`src/rtl/cl_pkg.sv`:
```
// cl_pkg: shared type codes, field positions, error codes and states for the chart word assembler
package cl_pkg;
    localparam logic [2:0] CL_TYPE_NOTE = 3'b000;
    localparam logic [2:0] CL_TYPE_END  = 3'b111;
    localparam int CL_TYPE_MSB = 31;
    localparam int CL_TYPE_LSB = 29;
    localparam int CL_TIME_MSB = 15;
    localparam int CL_TIME_LSB = 0;
    typedef enum logic [1:0] {
        CL_ERR_BAD_TYPE = 2'd0,
        CL_ERR_OVERFLOW = 2'd1,
        CL_ERR_TIMEOUT  = 2'd2,
        CL_ERR_ORDER    = 2'd3
    } cl_err_e;
    typedef enum logic [1:0] {
        ST_IDLE    = 2'd0,
        ST_COLLECT = 2'd1,
        ST_DONE    = 2'd2,
        ST_ERR     = 2'd3
    } cl_state_e;
endpackage

```
`src/rtl/cl_byte_timeout.sv`:
```
// cl_byte_timeout: clearable cycle counter that holds and flags once it reaches TIMEOUT_CYCLES
module cl_byte_timeout #(
    parameter int TIMEOUT_CYCLES = 1_000_000
) (
    input  logic clk,
    input  logic rst_n,
    input  logic clr,
    input  logic en,
    output logic expired
);
    localparam int W = $clog2(TIMEOUT_CYCLES + 1);
    logic [W-1:0] cnt_q;
    assign expired = cnt_q == W'(TIMEOUT_CYCLES);
    always_ff @(posedge clk or negedge rst_n) begin
        if (!rst_n) cnt_q <= '0;
        else if (clr) cnt_q <= '0;
        else if (en && !expired) cnt_q <= cnt_q + 1'b1;
    end
endmodule

```
`src/rtl/cl_word_assembler.sv`:
```
// cl_word_assembler: packs bytes into validated 32-bit note words; CL_ORDER_CHECK_EN enables time-order check
module cl_word_assembler
    import cl_pkg::*;
#(
    parameter int TIMEOUT_CYCLES = 1_000_000,
    parameter int MAX_WORDS      = 4096
) (
    input  logic        clk,
    input  logic        rst_n,
    input  logic        start,
    input  logic        byte_valid,
    input  logic [7:0]  byte_data,
    output logic        write_en,
    output logic [31:0] write_word,
    output logic [12:0] word_count,
    output logic        busy,
    output logic        done,
    output logic        error,
    output logic [1:0]  err_code
);
    cl_state_e   state_q, state_d;
    cl_err_e     err_code_q, err_code_d;
    logic [1:0]  idx_q, idx_d;
    logic [23:0] shift_q, shift_d;
    logic [12:0] count_q, count_d;
    logic        write_en_q, write_en_d;
    logic [31:0] write_word_q, write_word_d;
    logic        tmo_clr, tmo_en, tmo_expired;
    logic [31:0] full;
    logic [2:0]  typ;
`ifdef CL_ORDER_CHECK_EN
    logic [15:0] last_time_q, last_time_d;
`endif

    assign full = {shift_q, byte_data};
    assign typ  = full[CL_TYPE_MSB:CL_TYPE_LSB];

    cl_byte_timeout #(.TIMEOUT_CYCLES(TIMEOUT_CYCLES)) u_timeout (
        .clk     (clk),
        .rst_n   (rst_n),
        .clr     (tmo_clr),
        .en      (tmo_en),
        .expired (tmo_expired)
    );

    assign tmo_en  = state_q == ST_COLLECT && idx_q != 2'd0;
    assign tmo_clr = start || (state_q == ST_COLLECT && byte_valid);

    always_comb begin
        state_d      = state_q;
        err_code_d   = err_code_q;
        idx_d        = idx_q;
        shift_d      = shift_q;
        count_d      = count_q;
        write_en_d   = 1'b0;
        write_word_d = write_word_q;
`ifdef CL_ORDER_CHECK_EN
        last_time_d  = last_time_q;
`endif
        if (start) begin
            state_d    = ST_COLLECT;
            err_code_d = CL_ERR_BAD_TYPE;
            idx_d      = 2'd0;
            count_d    = '0;
`ifdef CL_ORDER_CHECK_EN
            last_time_d = '0;
`endif
        end else if (state_q == ST_COLLECT) begin
            if (tmo_expired) begin
                state_d    = ST_ERR;
                err_code_d = CL_ERR_TIMEOUT;
            end else if (byte_valid) begin
                idx_d   = idx_q + 2'd1;
                shift_d = full[23:0];
                if (idx_q == 2'd3) begin
                    if (typ != CL_TYPE_NOTE && typ != CL_TYPE_END) begin
                        state_d    = ST_ERR;
                        err_code_d = CL_ERR_BAD_TYPE;
                    end else if (count_q == 13'(MAX_WORDS)) begin
                        state_d    = ST_ERR;
                        err_code_d = CL_ERR_OVERFLOW;
`ifdef CL_ORDER_CHECK_EN
                    end else if (typ == CL_TYPE_NOTE && full[CL_TIME_MSB:CL_TIME_LSB] < last_time_q) begin
                        state_d    = ST_ERR;
                        err_code_d = CL_ERR_ORDER;
`endif
                    end else begin
                        write_en_d   = 1'b1;
                        write_word_d = full;
                        count_d      = count_q + 13'd1;
                        state_d      = typ == CL_TYPE_END ? ST_DONE : ST_COLLECT;
`ifdef CL_ORDER_CHECK_EN
                        last_time_d  = typ == CL_TYPE_NOTE ? full[CL_TIME_MSB:CL_TIME_LSB] : last_time_q;
`endif
                    end
                end
            end
        end
    end

    always_ff @(posedge clk or negedge rst_n) begin
        if (!rst_n) begin
            state_q      <= ST_IDLE;
            err_code_q   <= CL_ERR_BAD_TYPE;
            idx_q        <= '0;
            shift_q      <= '0;
            count_q      <= '0;
            write_en_q   <= 1'b0;
            write_word_q <= '0;
        end else begin
            state_q      <= state_d;
            err_code_q   <= err_code_d;
            idx_q        <= idx_d;
            shift_q      <= shift_d;
            count_q      <= count_d;
            write_en_q   <= write_en_d;
            write_word_q <= write_word_d;
        end
    end

`ifdef CL_ORDER_CHECK_EN
    always_ff @(posedge clk or negedge rst_n) begin
        if (!rst_n) last_time_q <= '0;
        else last_time_q <= last_time_d;
    end
`endif

    assign write_en   = write_en_q;
    assign write_word = write_word_q;
    assign word_count = count_q;
    assign busy       = state_q == ST_COLLECT;
    assign done       = state_q == ST_DONE;
    assign error      = state_q == ST_ERR;
    assign err_code   = err_code_q;
endmodule

```
`config.mk`:
```
export PLATFORM = sky130hd
export DESIGN_NAME = cl_word_assembler
export DESIGN_NICKNAME = d
export VERILOG_FILES = /design/src/rtl/cl_pkg.sv /design/src/rtl/cl_byte_timeout.sv /design/src/rtl/cl_word_assembler.sv
export SDC_FILE = /design/constraint.sdc
export NUM_CORES = 1
export LEC_CHECK = 0
export ABC_AREA = 1
export BUFFER_PORTS_ARGS = -buffer_cell sky130_fd_sc_hd__buf_2
export CAP_MARGIN = 20
export CORE_ASPECT_RATIO = 1.1
export CORE_MARGIN = 5
export CORE_UTILIZATION = 25
export DETAILED_ROUTE_END_ITERATION = 16
export PLACE_DENSITY_LB_ADDON = 0.2
export SKIP_CTS_REPAIR_TIMING = 1
export SLEW_MARGIN = 20
export SYNTH_ARGS = -nofsm -noshare
export SYNTH_HDL_FRONTEND = slang
export SYNTH_SLANG_ARGS = --single-unit
export TNS_END_PERCENT = 10
```
`constraint.sdc`:
```
create_clock -name clk -period 1.9 [get_ports clk]
set_clock_uncertainty 0.1 [all_clocks]
set_input_delay 0.095 -clock clk [delete_from_list [all_inputs] [get_ports clk]]
set_output_delay 0.095 -clock clk [all_outputs]
set_load 0.01 [all_outputs]
```
==> flow_metrics.env, run 1 <==
export IMPL_via_count=4384
export IMPL_clockBufferDepth=2
export IMPL_clkTransAtPathRegs_ns=0.07
export IMPL_multi_input_area_um2=2180
export IMPL_synth_seq_area_share_pct=49.3
export IMPL_path_class="flop to flop"
export IMPL_place_worst_setup_slack_ns=-0.0231
export IMPL_cts_tree="done"
export IMPL_yosysMostFrequentCell="nand2_1"
export IMPL_cp_data_required_time_ns=2.10
export IMPL_antenna_left=0
export IMPL_stdcell_area_um2=6420
export IMPL_dr_pass1_iters=4
export IMPL_timing_final_max_slew_violations=0
export IMPL_status="finished clean"
export IMPL_pin_count=63
export IMPL_synthAdderAreaFrac_pct=1.54
export IMPL_yosys_top_cells_area="dfrtp_1 (49%), nand2_1 (18%), nand3_1 (5.3%), nor2_1 (5.2%), inv_1 (3.9%)"
export IMPL_dp_cells=968
export IMPL_rows=53
export IMPL_routedWlPerCell_um=13.9
export IMPL_cts_buffers=9
export IMPL_grt_pass1_vias=4124
export IMPL_grt_pass1_wl_um=21700
export IMPL_dieHeight_um=156
export IMPL_grt_max_degree=97
export IMPL_antenna_found_initial=0
export IMPL_cp_data_arrival_time_ns=2.07
export IMPL_utilization_pct=33.5
export IMPL_drive_above_1_share_pct=22.0
export IMPL_yosysWarnings=0
export IMPL_yosys_area_share_simple_pct=34.8
export IMPL_synth_cells=631
export IMPL_crit_top_cell="nand2_1"
export IMPL_hold_path_class="input pin to flop"
export IMPL_synthTopCellsByCount="nand2_1 (239), dfrtp_1 (96), nor2_1 (68)"
export IMPL_gp_congestion=0.833
export IMPL_io_buffers=62
export IMPL_crit_chain="inv_1 > ha_4 > nand3_4 > inv_2 > nand3_2 > nor2_4 > nor2_8 > buf_12 > nand3b_4 > clkbuf_16 > nand2_1 > nand2_1"
export IMPL_stdcell_count=1005
export IMPL_nNetsFinal=771
export IMPL_setup_tns_final_ns=0
export IMPL_initial_core_util_pct=25.4
export IMPL_die_area_um2=22400
export IMPL_synth_ff_type="dfrtp_1"
export IMPL_routed_wl_um=14000
export IMPL_fill_cells=2060
export IMPL_crit_buf_inv=4
export IMPL_yosys_register_bits=96
export IMPL_crit_path_top_delay_cell="dfrtp_1"
export IMPL_num_antenna_cells=0
export IMPL_endpoint_kind="flop"
export IMPL_grt_use_total_pct=12.4
export IMPL_p_leak_uw=0.00331
export IMPL_synth_top_area_share_pct=49.3
export IMPL_synth_nets=649
export IMPL_synth_edf_count=0
export IMPL_regArea_um2=2400
export IMPL_slowest_delay_ns=0.39
export IMPL_root_buffer="clkbuf_16"
export IMPL_area_growth_pct=31.8
export IMPL_worstSetupStartpointType="flop"
export IMPL_setup_slack_ns=0.0252
export IMPL_grt_setup_unrepaired="yes"
export IMPL_ir_drop_v=0.000403
export IMPL_via_per_inst=4.36
export IMPL_cts_sinks=96
export IMPL_placed_cell_area_um2=5810
export IMPL_h_tree_depth=3
export IMPL_path_max_fanout=6
export IMPL_setup_viol=0
export IMPL_syn_area_per_cell_um2=7.73
export IMPL_clk_latency_ns=0.36
export IMPL_power_density_nw_per_um2=1050
export IMPL_synth_xor_area_share_pct=2.16
export IMPL_synth_top_family_by_area="simple AND/OR/NAND/NOR gates"
export IMPL_tightest_slew_ns=0.631
export IMPL_hold_violations=0
export IMPL_syn_cell_area_um2=4870
export IMPL_dpl_hpwl_um=9520
export IMPL_cap_viol_max_count=0
export IMPL_grt_overflow=0
export IMPL_drtIter0Drc=195
export IMPL_core_um2=19200
export IMPL_synth_area_mux_share_pct=0
export IMPL_synth_cell_types=28
export IMPL_synthArstFlopShare_pct=100
export IMPL_synth_compound_area_share_pct=5.06
export IMPL_slew_headroom_pct=57.9
export IMPL_cp_top_family="simple AND/OR/NAND/NOR gates"
export IMPL_remaining_drc_errors=0
export IMPL_yosysTopAreaCell="dfrtp_1"
export IMPL_fin_crit_sh_pct=98.7
export IMPL_min_period_ns=1.87
export IMPL_chipWidth_um=143
export IMPL_fmax_ghz=0.533
worst paths after layout:
check	cells after the start	from	slack, ns	endpoint
min reg2reg	2	shift_q[16]	0.37	write_word[24]
max reg2reg	12	u_timeout.cnt_q[1]	0.03	write_word[24]
min	4	start	0.11	state_q[1]
max	12	u_timeout.cnt_q[1]	0.03	write_word[24]
min in group asynchronous	3	rst_n	0.19	word_count[6]
max in group asynchronous	3	rst_n	0.97	u_timeout.cnt_q[3]
cell type report:
cell class	count	area share, %
Sequential cell	96	37.4
Multi-Input combinational cell	458	34.0
Timing Repair Buffer	131	16.1
Tap cell	247	4.81
Clock buffer	11	3.62
Inverter	57	3.37
Clock inverter	5	0.643
cell families (layout without fill, tap and decap cells):
group	after synthesis	after routing
flip-flops	96	96
adder cells (fa/ha/maj)	6	6
buffers and inverters	77	204
AND/OR/NAND/NOR	392	392
AO/OA/AOI/OAI	48	48
XOR/XNOR	12	12
registers in the layout, indices dropped and copies added (netlist names):
name,cells
u_timeout.cnt_q,20
state_q,2
err_code,2
word_count,13
write_word,32
write_en,1
idx_q,2
shift_q,24
cells in the final DEF (no fill, tap or decap), types with 2 or more instances in the layout:
master         instances
nand4_1               14
xor2_1                11
nand3_4                2
inv_1                 49
clkinvlp_4             2
nor3_1                 4
a21oi_1               12
buf_4                 46
dfrtp_1               94
nor2_4                 2
inv_2                  7
dfrtp_2                2
nor3b_1                3
nand2_2                3
buf_6                  2
buf_12                 9
clkbuf_16             12
clkinv_4               2
dlygate4sd3_1          9
nor2_1                66
nand2_1              238
o21ai_0               34
nand3_1               50
nor2_8                 2
buf_2                 61
nor2_2                 2
ha_1                   4
clkbuf_1               2
nand3_2                3
per-layer routing:
metal | global-route usage [%] | vias to the layer above | part of all wire (%)
met5 | 0 | - | 0
met4 | 5.79 | 0 | 2.2
met3 | 2.08 | 15 | 3.5
met2 | 19.3 | 78 | 46
met1 | 16.7 | 2066 | 48
li1 | - | 2225 | -
metrics by stage:
stage,hold WS (ns),total power (µW)
after floorplan,-0.301,4070
after global placement,0.111,4990
after detailed placement,0.116,5000
after CTS,-0.276,6810
after global routing,0.109,7260
final,0.114,6770
tightest hold or removal path: cells and delay by family:
family          cells  cell delay, ns
buf+inv             2            0.19
compound gates      2            0.23
where the power goes:
group          switching [µW]  internal, µW
Sequential                373          2610
Combinational            1210           835
Clock                     842           899
(Power assumes the default switching activity.)
==> run 2, diff against run 1 <==
--- a/config.mk
+++ b/config.mk
@@ -8,8 +8,10 @@
 export ABC_AREA = 1
 export BUFFER_PORTS_ARGS = -buffer_cell sky130_fd_sc_hd__buf_2
 export CAP_MARGIN = 20
+export CELL_PAD_IN_SITES_DETAIL_PLACEMENT = 0
+export CELL_PAD_IN_SITES_GLOBAL_PLACEMENT = 1
 export CORE_ASPECT_RATIO = 1.1
-export CORE_MARGIN = 5
+export CORE_MARGIN = 10
 export CORE_UTILIZATION = 25
 export DETAILED_ROUTE_END_ITERATION = 16
 export PLACE_DENSITY_LB_ADDON = 0.2
==> constraint.sdc (replaced) <==
create_clock -name clk -period 1.68 [get_ports clk]
set_clock_uncertainty 0.1 [all_clocks]
set_input_delay 0.084 -clock clk [delete_from_list [all_inputs] [get_ports clk]]
set_output_delay 0.084 -clock clk [all_outputs]
set_load 0.01 [all_outputs]
==> flow_metrics.env, run 2 (synthesis gave the netlist of run 1 again) <==
export IMPL_cts_sinks=96
export IMPL_grt_max_degree=42
export IMPL_io_buffers=62
export IMPL_fmax_ghz=0.552
export IMPL_power_density_nw_per_um2=1200
export IMPL_timing_final_max_slew_violations=0
export IMPL_placed_cell_area_um2=6130
export IMPL_cp_top_family="simple AND/OR/NAND/NOR gates"
export IMPL_hold_violations=0
export IMPL_root_buffer="clkbuf_16"
export IMPL_power_uw=8470
export IMPL_failed_checks="negative setup slack"
export IMPL_cp_data_arrival_time_ns=1.95
export IMPL_clkTransAtPathRegs_ns=0.07
export IMPL_grt_overflow=0
export IMPL_via_per_inst=4.34
export IMPL_grt_use_total_pct=11.3
export IMPL_h_tree_depth=3
export IMPL_crit_path_top_delay_cell="dfrtp_1"
export IMPL_grt_setup_unrepaired="yes"
export IMPL_rrSetupSlack_ns=-0.13
export IMPL_worstSetupStartpointType="flop"
export IMPL_min_period_ns=1.81
export IMPL_antenna_found_initial=0
export IMPL_core_um2=19200
export IMPL_cap_viol_max_count=0
export IMPL_tightest_slew_ns=0.354
export IMPL_clk_latency_ns=0.35
export IMPL_initial_core_util_pct=25.4
export IMPL_place_worst_setup_slack_ns=-0.303
export IMPL_drtIter0Drc=272
export IMPL_rows=53
export IMPL_path_class="flop to flop"
export IMPL_endpoint_kind="flop"
export IMPL_gp_congestion=0.807
export IMPL_final_cell_mix="nand2_1 (222), dfrtp_1 (96), buf_4 (90), buf_2 (61), nor2_1 (50)"
export IMPL_drive_above_1_share_pct=32.4
export IMPL_r2r_cells=12
export IMPL_routedWlPerCell_um=14.3
export IMPL_grt_pass1_vias=4721
export IMPL_slowest_delay_ns=0.40
export IMPL_layout_commonest_cell="nand2_1"
export IMPL_die_area_um2=25500
export IMPL_via_count=4580
export IMPL_slew_headroom_pct=76.4
export IMPL_pin_count=63
export IMPL_antenna_left=0
export IMPL_routed_wl_um=15100
export IMPL_fin_hold_ws_ns=0.0725
export IMPL_status="finished with violations"
export IMPL_area_growth_pct=44.7
export IMPL_largest_reg_flops=32
export IMPL_nNetsFinal=822
export IMPL_dr_pass1_iters=4
export IMPL_remaining_drc_errors=0
export IMPL_clockBufferDepth=2
export IMPL_fill_cells=2004
export IMPL_path_depth=12
export IMPL_p_leak_uw=0.00360
export IMPL_dieHeight_um=166
export IMPL_cts_tree="done"
export IMPL_grt_pass1_wl_um=24000
export IMPL_crit_chain="inv_2 > ha_4 > nand3_4 > inv_2 > nand3_2 > nor2_4 > nor2_8 > nand2_8 > nor2_8 > buf_12 > nand2_2 > nand2_1"
export IMPL_chipWidth_um=153
export IMPL_fin_crit_sh_pct=108
export IMPL_setup_viol=69
export IMPL_num_antenna_cells=0
export IMPL_stdcell_area_um2=7060
export IMPL_cp_data_required_time_ns=1.82
export IMPL_setup_slack_ns=-0.131
export IMPL_hold_path_class="input pin to async pin"
export IMPL_cts_buffers=9
export IMPL_dpl_hpwl_um=10700
export IMPL_path_max_fanout=15
export IMPL_ir_drop_v=0.000610
export IMPL_crit_buf_inv=3
run 2: where the power goes:
group / switching, µW / total (µW) / internal [µW]
Combinational: 1610 / 2860 / 1250
Clock: 1030 / 2230 / 1210
Sequential: 422 / 3370 / 2950
run 2: worst paths after layout:
path	from	to
worst min-delay path	rst_n	word_count[4]
worst min register to register	err_code[1]	err_code[1]
worst max register to register	u_timeout.cnt_q[0]	write_word[30]
max in group asynchronous	rst_n	u_timeout.cnt_q[19]
min in group clk	start	write_word[19]
worst max-delay path	u_timeout.cnt_q[0]	write_word[30]
run 2: stage by stage:
stage	std cells	TNS (ns)	util, %
6_report	1056	-5.85	36.8
5_1_grt	1056	-13.91	36.8
4_1_cts	1027	-19.27	33.7
3_5_place_dp	1011	-17.73	32.0
3_3_place_gp	1011	-14.36	32.0
2_1_floorplan	631	0	-
run 2: area by class of cell:
type                    count  area [µm²]  area share (%)
inverters                  57         216            3.07
well taps                 247         309            4.38
repair buffers            179        1380            19.5
clock buffers               9         225            3.19
multi-input cells         461        2430            34.5
flip-flops and latches     96        2400            34.0
clock inverters             7        92.6            1.31
run 2: layer usage:
layer | vias to the layer above | GRT usage, % | part of all wire (%)
met5 | - | 0 | 0
met4 | 0 | 3.36 | 0.63
met3 | 8 | 2.99 | 3.2
met2 | 53 | 18.8 | 49
met1 | 2172 | 14.1 | 47
li1 | 2347 | - | -
